`src/rtl/mem_stage_pkg.sv`:
```
// Shared types and default widths for the sequenced memory stage.
package mem_stage_pkg;

    localparam int DEF_DATA_W = 16;
    localparam int DEF_ADDR_W = 20;
    localparam int DEF_WB_W   = 4;

    typedef enum logic [1:0] {
        IDLE  = 2'd0,
        BEAT0 = 2'd1,
        BEAT1 = 2'd2
    } mem_state_e;

endpackage

```
`src/rtl/mem_addr_sel.sv`:
```
// Combinational select of access address (stack pointer or zero-extended ALU result)
// and store data (PC+1 for push-PC, otherwise the operand).
module mem_addr_sel #(
    parameter int DATA_W = mem_stage_pkg::DEF_DATA_W,
    parameter int ADDR_W = mem_stage_pkg::DEF_ADDR_W
) (
    input  logic                  i_isStack,
    input  logic                  i_isPushPc,
    input  logic [DATA_W-1:0]     i_aluData,
    input  logic [2*DATA_W-1:0]   i_stackData,
    input  logic [2*DATA_W-1:0]   i_pc,
    input  logic [2*DATA_W-1:0]   i_writeData,
    output logic [ADDR_W-1:0]     o_addr,
    output logic [2*DATA_W-1:0]   o_wdata
);

    logic [ADDR_W+DATA_W-1:0] alu_ext;
    logic                     unused_bits;

    assign alu_ext     = {{ADDR_W{1'b0}}, i_aluData};
    assign o_addr      = i_isStack ? i_stackData[ADDR_W-1:0] : alu_ext[ADDR_W-1:0];
    assign o_wdata     = i_isPushPc ? (i_pc + (2*DATA_W)'(1)) : i_writeData;
    assign unused_bits = &{1'b0, i_stackData[2*DATA_W-1:ADDR_W], alu_ext[ADDR_W+DATA_W-1:ADDR_W]};

endmodule

```
`src/rtl/mem_stage_seq.sv`:
```
// Pipeline memory stage driving a narrow req/ack port; 32-bit accesses are split
// into two sequential beats, low half first, and the pipeline stalls while busy.
module mem_stage_seq #(
    parameter int DATA_W = mem_stage_pkg::DEF_DATA_W,
    parameter int ADDR_W = mem_stage_pkg::DEF_ADDR_W,
    parameter int WB_W   = mem_stage_pkg::DEF_WB_W
) (
    input  logic                  clk,
    input  logic                  i_reset,
    input  logic                  i_valid,
    input  logic                  i_isStack,
    input  logic                  i_isPushPc,
    input  logic                  i_memRead,
    input  logic                  i_memWrite,
    input  logic                  i_en32,
    input  logic [WB_W-1:0]       i_wb,
    input  logic [DATA_W-1:0]     i_aluData,
    input  logic [2*DATA_W-1:0]   i_stackData,
    input  logic [2*DATA_W-1:0]   i_pc,
    input  logic [2*DATA_W-1:0]   i_writeData,
    output logic                  o_stall,
    output logic                  o_valid,
    output logic [WB_W-1:0]       o_wb,
    output logic [DATA_W-1:0]     o_aluData,
    output logic [2*DATA_W-1:0]   o_memData,
    output logic [ADDR_W-1:0]     o_address,
    output logic                  o_mem_req,
    output logic                  o_mem_we,
    output logic [ADDR_W-1:0]     o_mem_addr,
    output logic [DATA_W-1:0]     o_mem_wdata,
    input  logic                  i_mem_ack,
    input  logic [DATA_W-1:0]     i_mem_rdata
);
    import mem_stage_pkg::*;

    mem_state_e            state_q, state_d;
    logic [ADDR_W-1:0]     addr_q, addr_d;
    logic [2*DATA_W-1:0]   wdata_q, wdata_d;
    logic [WB_W-1:0]       wb_q, wb_d;
    logic [DATA_W-1:0]     alu_q, alu_d;
    logic                  en32_q, en32_d;
    logic                  we_q, we_d;
    logic [DATA_W-1:0]     rd_lo_q, rd_lo_d;

    logic                  stall_q, stall_d;
    logic                  valid_q, valid_d;
    logic [WB_W-1:0]       out_wb_q, out_wb_d;
    logic [DATA_W-1:0]     out_alu_q, out_alu_d;
    logic [2*DATA_W-1:0]   out_mem_q, out_mem_d;
    logic [ADDR_W-1:0]     out_addr_q, out_addr_d;
    logic                  mem_req_q, mem_req_d;
    logic                  mem_we_q, mem_we_d;
    logic [ADDR_W-1:0]     mem_addr_q, mem_addr_d;
    logic [DATA_W-1:0]     mem_wdata_q, mem_wdata_d;

    logic [ADDR_W-1:0]     sel_addr;
    logic [2*DATA_W-1:0]   sel_wdata;

    mem_addr_sel #(.DATA_W(DATA_W), .ADDR_W(ADDR_W)) u_addr_sel (
        .i_isStack   (i_isStack),
        .i_isPushPc  (i_isPushPc),
        .i_aluData   (i_aluData),
        .i_stackData (i_stackData),
        .i_pc        (i_pc),
        .i_writeData (i_writeData),
        .o_addr      (sel_addr),
        .o_wdata     (sel_wdata)
    );

    always_comb begin
        state_d     = state_q;
        addr_d      = addr_q;
        wdata_d     = wdata_q;
        wb_d        = wb_q;
        alu_d       = alu_q;
        en32_d      = en32_q;
        we_d        = we_q;
        rd_lo_d     = rd_lo_q;
        valid_d     = 1'b0;
        out_wb_d    = out_wb_q;
        out_alu_d   = out_alu_q;
        out_mem_d   = out_mem_q;
        out_addr_d  = out_addr_q;
        mem_req_d   = mem_req_q;
        mem_we_d    = mem_we_q;
        mem_addr_d  = mem_addr_q;
        mem_wdata_d = mem_wdata_q;

        case (state_q)
            IDLE: begin
                if (i_valid) begin
                    if (!i_memRead && !i_memWrite) begin
                        valid_d   = 1'b1;
                        out_wb_d  = i_wb;
                        out_alu_d = i_aluData;
                    end else begin
                        // Write wins when both directions are requested.
                        addr_d      = sel_addr;
                        wdata_d     = sel_wdata;
                        wb_d        = i_wb;
                        alu_d       = i_aluData;
                        en32_d      = i_en32;
                        we_d        = i_memWrite;
                        out_addr_d  = sel_addr;
                        mem_req_d   = 1'b1;
                        mem_we_d    = i_memWrite;
                        mem_addr_d  = sel_addr;
                        mem_wdata_d = sel_wdata[DATA_W-1:0];
                        state_d     = BEAT0;
                    end
                end
            end
            BEAT0: begin
                if (i_mem_ack) begin
                    if (!we_q) begin
                        rd_lo_d = i_mem_rdata;
                    end
                    if (en32_q) begin
                        mem_addr_d  = addr_q + ADDR_W'(1);
                        mem_wdata_d = wdata_q[2*DATA_W-1:DATA_W];
                        state_d     = BEAT1;
                    end else begin
                        valid_d     = 1'b1;
                        out_wb_d    = wb_q;
                        out_alu_d   = alu_q;
                        if (!we_q) begin
                            out_mem_d = {{DATA_W{1'b0}}, i_mem_rdata};
                        end
                        mem_req_d   = 1'b0;
                        mem_we_d    = 1'b0;
                        mem_addr_d  = '0;
                        mem_wdata_d = '0;
                        state_d     = IDLE;
                    end
                end
            end
            BEAT1: begin
                if (i_mem_ack) begin
                    valid_d     = 1'b1;
                    out_wb_d    = wb_q;
                    out_alu_d   = alu_q;
                    if (!we_q) begin
                        out_mem_d = {i_mem_rdata, rd_lo_q};
                    end
                    mem_req_d   = 1'b0;
                    mem_we_d    = 1'b0;
                    mem_addr_d  = '0;
                    mem_wdata_d = '0;
                    state_d     = IDLE;
                end
            end
            default: begin
                state_d   = IDLE;
                mem_req_d = 1'b0;
            end
        endcase

        stall_d = (state_d != IDLE);
    end

    always_ff @(posedge clk) begin
        if (i_reset) begin
            state_q     <= IDLE;
            addr_q      <= '0;
            wdata_q     <= '0;
            wb_q        <= '0;
            alu_q       <= '0;
            en32_q      <= 1'b0;
            we_q        <= 1'b0;
            rd_lo_q     <= '0;
            stall_q     <= 1'b0;
            valid_q     <= 1'b0;
            out_wb_q    <= '0;
            out_alu_q   <= '0;
            out_mem_q   <= '0;
            out_addr_q  <= '0;
            mem_req_q   <= 1'b0;
            mem_we_q    <= 1'b0;
            mem_addr_q  <= '0;
            mem_wdata_q <= '0;
        end else begin
            state_q     <= state_d;
            addr_q      <= addr_d;
            wdata_q     <= wdata_d;
            wb_q        <= wb_d;
            alu_q       <= alu_d;
            en32_q      <= en32_d;
            we_q        <= we_d;
            rd_lo_q     <= rd_lo_d;
            stall_q     <= stall_d;
            valid_q     <= valid_d;
            out_wb_q    <= out_wb_d;
            out_alu_q   <= out_alu_d;
            out_mem_q   <= out_mem_d;
            out_addr_q  <= out_addr_d;
            mem_req_q   <= mem_req_d;
            mem_we_q    <= mem_we_d;
            mem_addr_q  <= mem_addr_d;
            mem_wdata_q <= mem_wdata_d;
        end
    end

    assign o_stall     = stall_q;
    assign o_valid     = valid_q;
    assign o_wb        = out_wb_q;
    assign o_aluData   = out_alu_q;
    assign o_memData   = out_mem_q;
    assign o_address   = out_addr_q;
    assign o_mem_req   = mem_req_q;
    assign o_mem_we    = mem_we_q;
    assign o_mem_addr  = mem_addr_q;
    assign o_mem_wdata = mem_wdata_q;

endmodule
```
`config.mk`:
```
export PLATFORM = sky130hd
export DESIGN_NAME = mem_stage_seq
export DESIGN_NICKNAME = d
export VERILOG_FILES = /design/src/rtl/mem_stage_pkg.sv /design/src/rtl/mem_addr_sel.sv /design/src/rtl/mem_stage_seq.sv
export SDC_FILE = /design/constraint.sdc
export NUM_CORES = 1
export LEC_CHECK = 0
export ABC_AREA = 1
export CAP_MARGIN = 5
export CORE_MARGIN = 2
export CORE_UTILIZATION = 53
export CTS_BUF_LIST = sky130_fd_sc_hd__clkbuf_8
export DETAILED_ROUTE_END_ITERATION = 16
export PLACE_DENSITY = 0.88
export SETUP_SLACK_MARGIN = 0.4
export SKIP_LAST_GASP = 1
export SYNTH_ARGS = -nofsm -noshare
export SYNTH_HDL_FRONTEND = slang
export SYNTH_SLANG_ARGS = --single-unit
```
`constraint.sdc`:
```
create_clock -name clk -period 3.3 [get_ports clk]
set_input_delay 0.495 -clock clk [delete_from_list [all_inputs] [get_ports clk]]
set_output_delay 0.495 -clock clk [all_outputs]
set_load 0.02 [all_outputs]
```
After elaboration in Yosys (flattened, before gate mapping)
Index checks and enable logic that the tools add are counted.
- register bits after elaboration: 184
- input bits: 141
- output and inout port bits: 112
- logic and storage cells: 98
- $add $sub $neg: 2
- eq/ne operators: 10
- multiplexer cells: 53
- bitwise operators: 2
- reductions and logical operators: 14
- operators with widths (kind ; number):
    $mux W32 ; 6
    $mux W16 ; 10
    $mux W20 ; 6
    $pmux W16 S3 ; 2
    $pmux W32 S2 ; 1
    $pmux W20 S3 ; 1
    $add A32 B1 Y32 const B ; 1
    $add A20 B1 Y20 const B ; 1
    $mux W4 ; 5
    $reduce_and A6 Y1 ; 3
    $ne A2 B2 Y1 const B ; 8
    $mux W1 ; 12
    $pmux W4 S3 ; 1
    $mux W2 ; 5
    $reduce_and A5 Y1 ; 2
    $pmux W1 S3 ; 3
    $pmux W2 S3 ; 1
    $reduce_and A3 Y1 ; 2
    $reduce_bool A2 Y1 ; 2
    $reduce_bool A3 Y1 ; 1
    $eq A2 B1 Y1 const B ; 1
    $eq A2 B2 Y1 const B ; 1
    $logic_not A1 Y1 ; 2
    $logic_not A2 Y1 ; 1
    2 further kinds ; 3

Logic depth before layout (Yosys ltp)
- word-level depth: 6
- mapped depth: 12
- mapped depth without buffers: 10

By module
Synthesis repeated with hierarchy kept, for this count alone.
- cells, all modules: 1332
- area total of the unflattened synthesis: 8831.0 um^2
- modules (own cells, without submodules) (module ; times used ; cells an instance ; area an instance (um^2) ; seq. area each (um^2)):
    mem_stage_seq ; 1 ; 1023 ; 7322.0 ; 3363.2
    mem_addr_sel ; 1 ; 309 ; 1508.9 ; 0.0

Worst setup path before layout
No wires, ideal clock.
- path type: register to register
- from: register state_q[0]
- to: register mem_addr_q[19], in the netlist o_mem_addr[19]
- data arrival time: 1.528 ns
- data required time: 3.179 ns
- setup slack: 1.651 ns
- cell stages (with the launch flop): 11
- clock period less this slack: 1.649 ns
- cells stage by stage: dfxtp_1 inv_1 ha_1 buf_6 nor2_4 nor2_2 nor2_1 nand2_2 buf_2 a31oi_1 a21oi_1
- word-level cells in the longest chain between the ends: 3
- elaborated cells on any way between the ends: 10
- those cells by class: eq/ne: 6; mux: 1; reduce/logical: 3
- ends and longest elaborated chain (what ; line ; text):
    start: declaration ; mem_stage_seq.sv:36 ; mem_state_e state_q, state_d;
    start signal: assignment ; mem_stage_seq.sv:182 ; state_q <= state_d;
    $eq A2 B1 Y1 (tied with other cells) ; mem_stage_seq.sv:89 ; case (state_q)
    $ne A2 B2 Y1 (no source line) / $reduce_bool A3 Y1 (equally long branches) ; n/a ;
    $reduce_and A5 Y1 (no source line) ; n/a ;
    end signal: assignment ; mem_stage_seq.sv:198 ; mem_addr_q <= mem_addr_d;
    end: declaration ; mem_stage_seq.sv:53 ; logic [ADDR_W-1:0] mem_addr_q, mem_addr_d;
Parallel ways exist; a longest one is shown, timed or not.
A chain may end at the register's enable or synchronous reset.

Final worst setup path
- from: register state_q[0]
- to: register out_mem_q[24], in the netlist o_memData[24]
- word-level cells in the longest chain between the ends: 3
- elaborated cells on any way between the ends: 10
- those cells by class: eq/ne: 7; mux: 1; reduce/logical: 2
- ends and longest elaborated chain (what ; line ; text):
    $eq A2 B1 Y1 / $eq A2 B2 Y1 (equally long branches) ; mem_stage_seq.sv:89 ;
    $ne A2 B2 Y1 (no source line) / $reduce_bool A2 Y1 (equally long branches) ; n/a ;
    $reduce_and A6 Y1 (no source line) ; n/a ;
    end signal: assignment ; mem_stage_seq.sv:194 ; out_mem_q <= out_mem_d;
    end: declaration ; mem_stage_seq.sv:49 ; logic [2*DATA_W-1:0] out_mem_q, out_mem_d;
Parallel ways exist; a longest one is shown, timed or not.

==> impl_results.md <==
* Number of synthesis warnings at 0
* Share of layout cells above drive strength 1 at 0.05213
* Routed WL at 27.65 mm
* Commonest non-fill, non-tap cell in the layout: nand2_1
* Via count at 9,365
* Post-CTS Setup Bufs at 0
* First-pass GRT wire length at 42.84 mm
* Drt wl/cell at 16.32 um
* Initial antenna violation count at 1
* Register bit total from synthesis at 168
* Worst path top cell family by delay: buffers and inverters
* Fillers at 1,286
* TritonCTS clock tree: built
* PortBufs at 240
* Area Overhead vs Synth at 33.82%
* Max-slew violation count at 0
* Placer Congestion at 0.9725
* Tot GR Track Use at 0.3204
* Total CTS buffers at 17
* Crit path launch type: register
* Sink Count at 168
* Clock buffer depth at 2
* Core Util, Final at 0.7217
* Hold path startpoint: o_memData[7]$_SDFFE_PP0P_
* Minimum clock period after layout at 2583 ps
* Worst reg2reg setup slack at 720 ps
* Post-Syn Area per Cell at 6.739 um2
* Main synth FF type: dfxtp_1
* DRC viols at 0
* Hold-fix buffers, CTS at 0
* Post-Synthesis Net Count at 1,409
* Final period utilization at 0.7826
* Remaining Overflow, GRT at 0
* Core area at 15,770 um2
* # nets final at 1,611
* Crit path max-delay cell type: ha_1
* Number of global-route vias before repair at 8,609
* CP required at 3720 ps
* Vias/cell at 5.528
* Die Width at 130.7 um
* Antenna viol nets, final at 0
* Fin. Hold Viols at 0
* WS Path Type: register to register
* 1st-pass router iterations at 6
* Max-cap violations at 0
* H-Tree Depth at 4
* Worst slew margin at 0.4651
* Slowest stage delay, CP at 680 ps
* Final setup fails at 0
* Crit path arrival time at 3000 ps
* R2R Path Start: state_q[0]$_SDFF_PP0_
* FP Rows at 46
* Clock Pin Slew Worst Setup and Hold Paths at 100 ps
* Worst Clk Skew at 13.19 ps
* Crit path buf inv count at 3
* Skew-Pair Late Insertion Delay at 480 ps
* Number of enable flip-flop cells after synthesis at 0
* RSZ-0062 raised after global routing: no
* Pwr dens at 448.7 nW/um2
* Sequential area share after synthesis at 0.3955
* Worst Setup End Kind: register
* Peak Freq at 387.2 MHz
* DIE HEIGHT at 130.7 um
* Initial Utilization at 0.5393
* Mapped cell area at 8504 um2
* Largest net degree at the start of global routing at 54
* # IOs at 253
* Full die area at 17,080 um2
* Root buf cell: clkbuf_8
* Hpwl dp at 20.01 mm
* Setup TNS at 0 ps
* Worst hold path depth at 2
* Reg-to-reg critical path endpoint: o_memData[24]$_SDFFE_PP0P_
* Peak supply drop at 0.0002993 V
* Async set or reset register ratio after synthesis at 0
* P_leak at 4.482 nW
* R2R cell count at 7
* Status: finished clean
* Post-synthesis cell type count at 39
* Type of the tightest min-delay check: register to register
* Iter 0 DRT Violations at 898
* Worst-Margin Slew at 802.3 ps
* Most frequent cells in the layout: nand2_1, clkdlybuf4s50_1, nor2_1, dfxtp_1, a21oi_1
* Hold EP: o_memData[7]$_SDFFE_PP0P_
* CP Max Fanout at 18
* Synth Instances at 1,262
* CP cell instances: inv_1 > ha_1 > inv_2 > nor4_4 > buf_4 > a22oi_1 > nor2_1
* PostCTS Resize Cnt at 0
## state kept, by name, summed over array words and instances, names as in the netlist, 2 cells and up
| register | count |
|---|---|
| alu_q | 16 |
| rd_lo_q | 16 |
| o_memData | 32 |
| o_address | 20 |
| o_mem_wdata | 16 |
| wdata_q | 16 |
| o_wb | 4 |
| o_mem_addr | 20 |
| o_aluData | 16 |
| wb_q | 4 |
| state_q | 2 |
## how the worst max path moves through the flow
stage	from	to	slack, ps	cells past startpoint
after global routing	state_q[0]$_SDFF_PP0_	o_memData[28]$_SDFFE_PP0P_	510	7
final	state_q[0]$_SDFF_PP0_	o_memData[24]$_SDFFE_PP0P_	720	7
after floorplan	state_q[0]$_SDFF_PP0_	o_mem_addr[19]$_SDFFE_PP0P_	1650	10
after global placement	state_q[0]$_SDFF_PP0_	o_memData[27]$_SDFFE_PP0P_	790	7
after CTS	state_q[0]$_SDFF_PP0_	o_memData[26]$_SDFFE_PP0P_	760	7
after detailed placement	state_q[0]$_SDFF_PP0_	o_memData[24]$_SDFFE_PP0P_	750	7
## cell usage after synthesis, types with 6 or more instances
cell / n / share of area
buf_2: 24 / 0.014
nand4_1: 6 / 0.0044
o21ai_1: 12 / 0.0071
nor2_1: 196 / 0.087
a22oi_1: 16 / 0.014
o21ai_0: 119 / 0.070
nand3_1: 58 / 0.034
nand2_1: 294 / 0.13
nand2_2: 7 / 0.0051
o211a_1: 13 / 0.015
a21oi_1: 138 / 0.081
mux2i_1: 10 / 0.012
nor2_2: 9 / 0.0066
nor3_1: 8 / 0.0047
ha_1: 6 / 0.0088
clkbuf_1: 34 / 0.015
o211ai_1: 6 / 0.0053
dfxtp_1: 168 / 0.40
a31oi_1: 8 / 0.0059
inv_1: 74 / 0.033
## layout make-up
class | instances | area, um2 | share of cell area
Tap cell | 216 | 270.3 | 0.02375
Sequential cell | 168 | 3363 | 0.2955
Clock buffer | 17 | 234.0 | 0.02056
Inverter | 79 | 296.5 | 0.02606
Antenna cell | 1 | 2.502 | 0.0002199
Timing Repair Buffer | 254 | 2527 | 0.2221
Clock inverter | 15 | 181.4 | 0.01594
Multi-Input combinational cell | 944 | 4506 | 0.3959
## layer usage
layer	track usage	wire length, um	vias to the layer above
met5	0	0	-
met4	0.1596	1136	0
met1	0.3961	11390	4253
met2	0.5322	13010	468
li1	-	-	4564
met3	0.06678	2110	80
## where the power goes
group          leakage [nW]  switching, mW  total [mW]  internal, mW
combinational          2.91          0.711        1.25         0.540
sequential             1.38          0.113        2.31          2.20
clock                 0.197          0.846        1.55         0.700
total                  4.48           1.67        5.11          3.44
## stage by stage
| stage | std cells | hold slack (ps) | worst slack (ps) | cell area, um2 | power, mW |
|---|---|---|---|---|---|
| after floorplan | 1262 | 424.5 | 1651 | 8504 | 2.999 |
| after global placement | 1661 | 429.9 | 793.8 | 10960 | 3.561 |
| after detailed placement | 1661 | 434.1 | 747.9 | 10960 | 3.585 |
| after CTS | 1693 | 449.5 | 755.7 | 11380 | 5.106 |
| after global routing | 1694 | 468.8 | 509.4 | 11380 | 5.314 |
| final | 1694 | 446.2 | 717.5 | 11380 | 5.106 |
## cells by family (layout without fill, tap and decap cells)
family                   Yosys count  count (layout)  share of synthesized area
AO/OA/AOI/OAI                    329             329                     0.2142
XOR/XNOR                           9               9                   0.009268
adder cells (fa/ha/maj)            6               6                   0.008827
other                              0               1                          0
multiplexers                      10              10                    0.01177
AND/OR/NAND/NOR                  590             590                     0.2857
flip-flops                       168             168                     0.3955
buffers and inverters            150             365                    0.07474
## tightest hold or removal path, cell delays in order (launching register included)
cell and delay (ps):
dfxtp_1 320, inv_1 40, a21oi_1 50
Note: power is estimated with default switching activity, not from simulation.
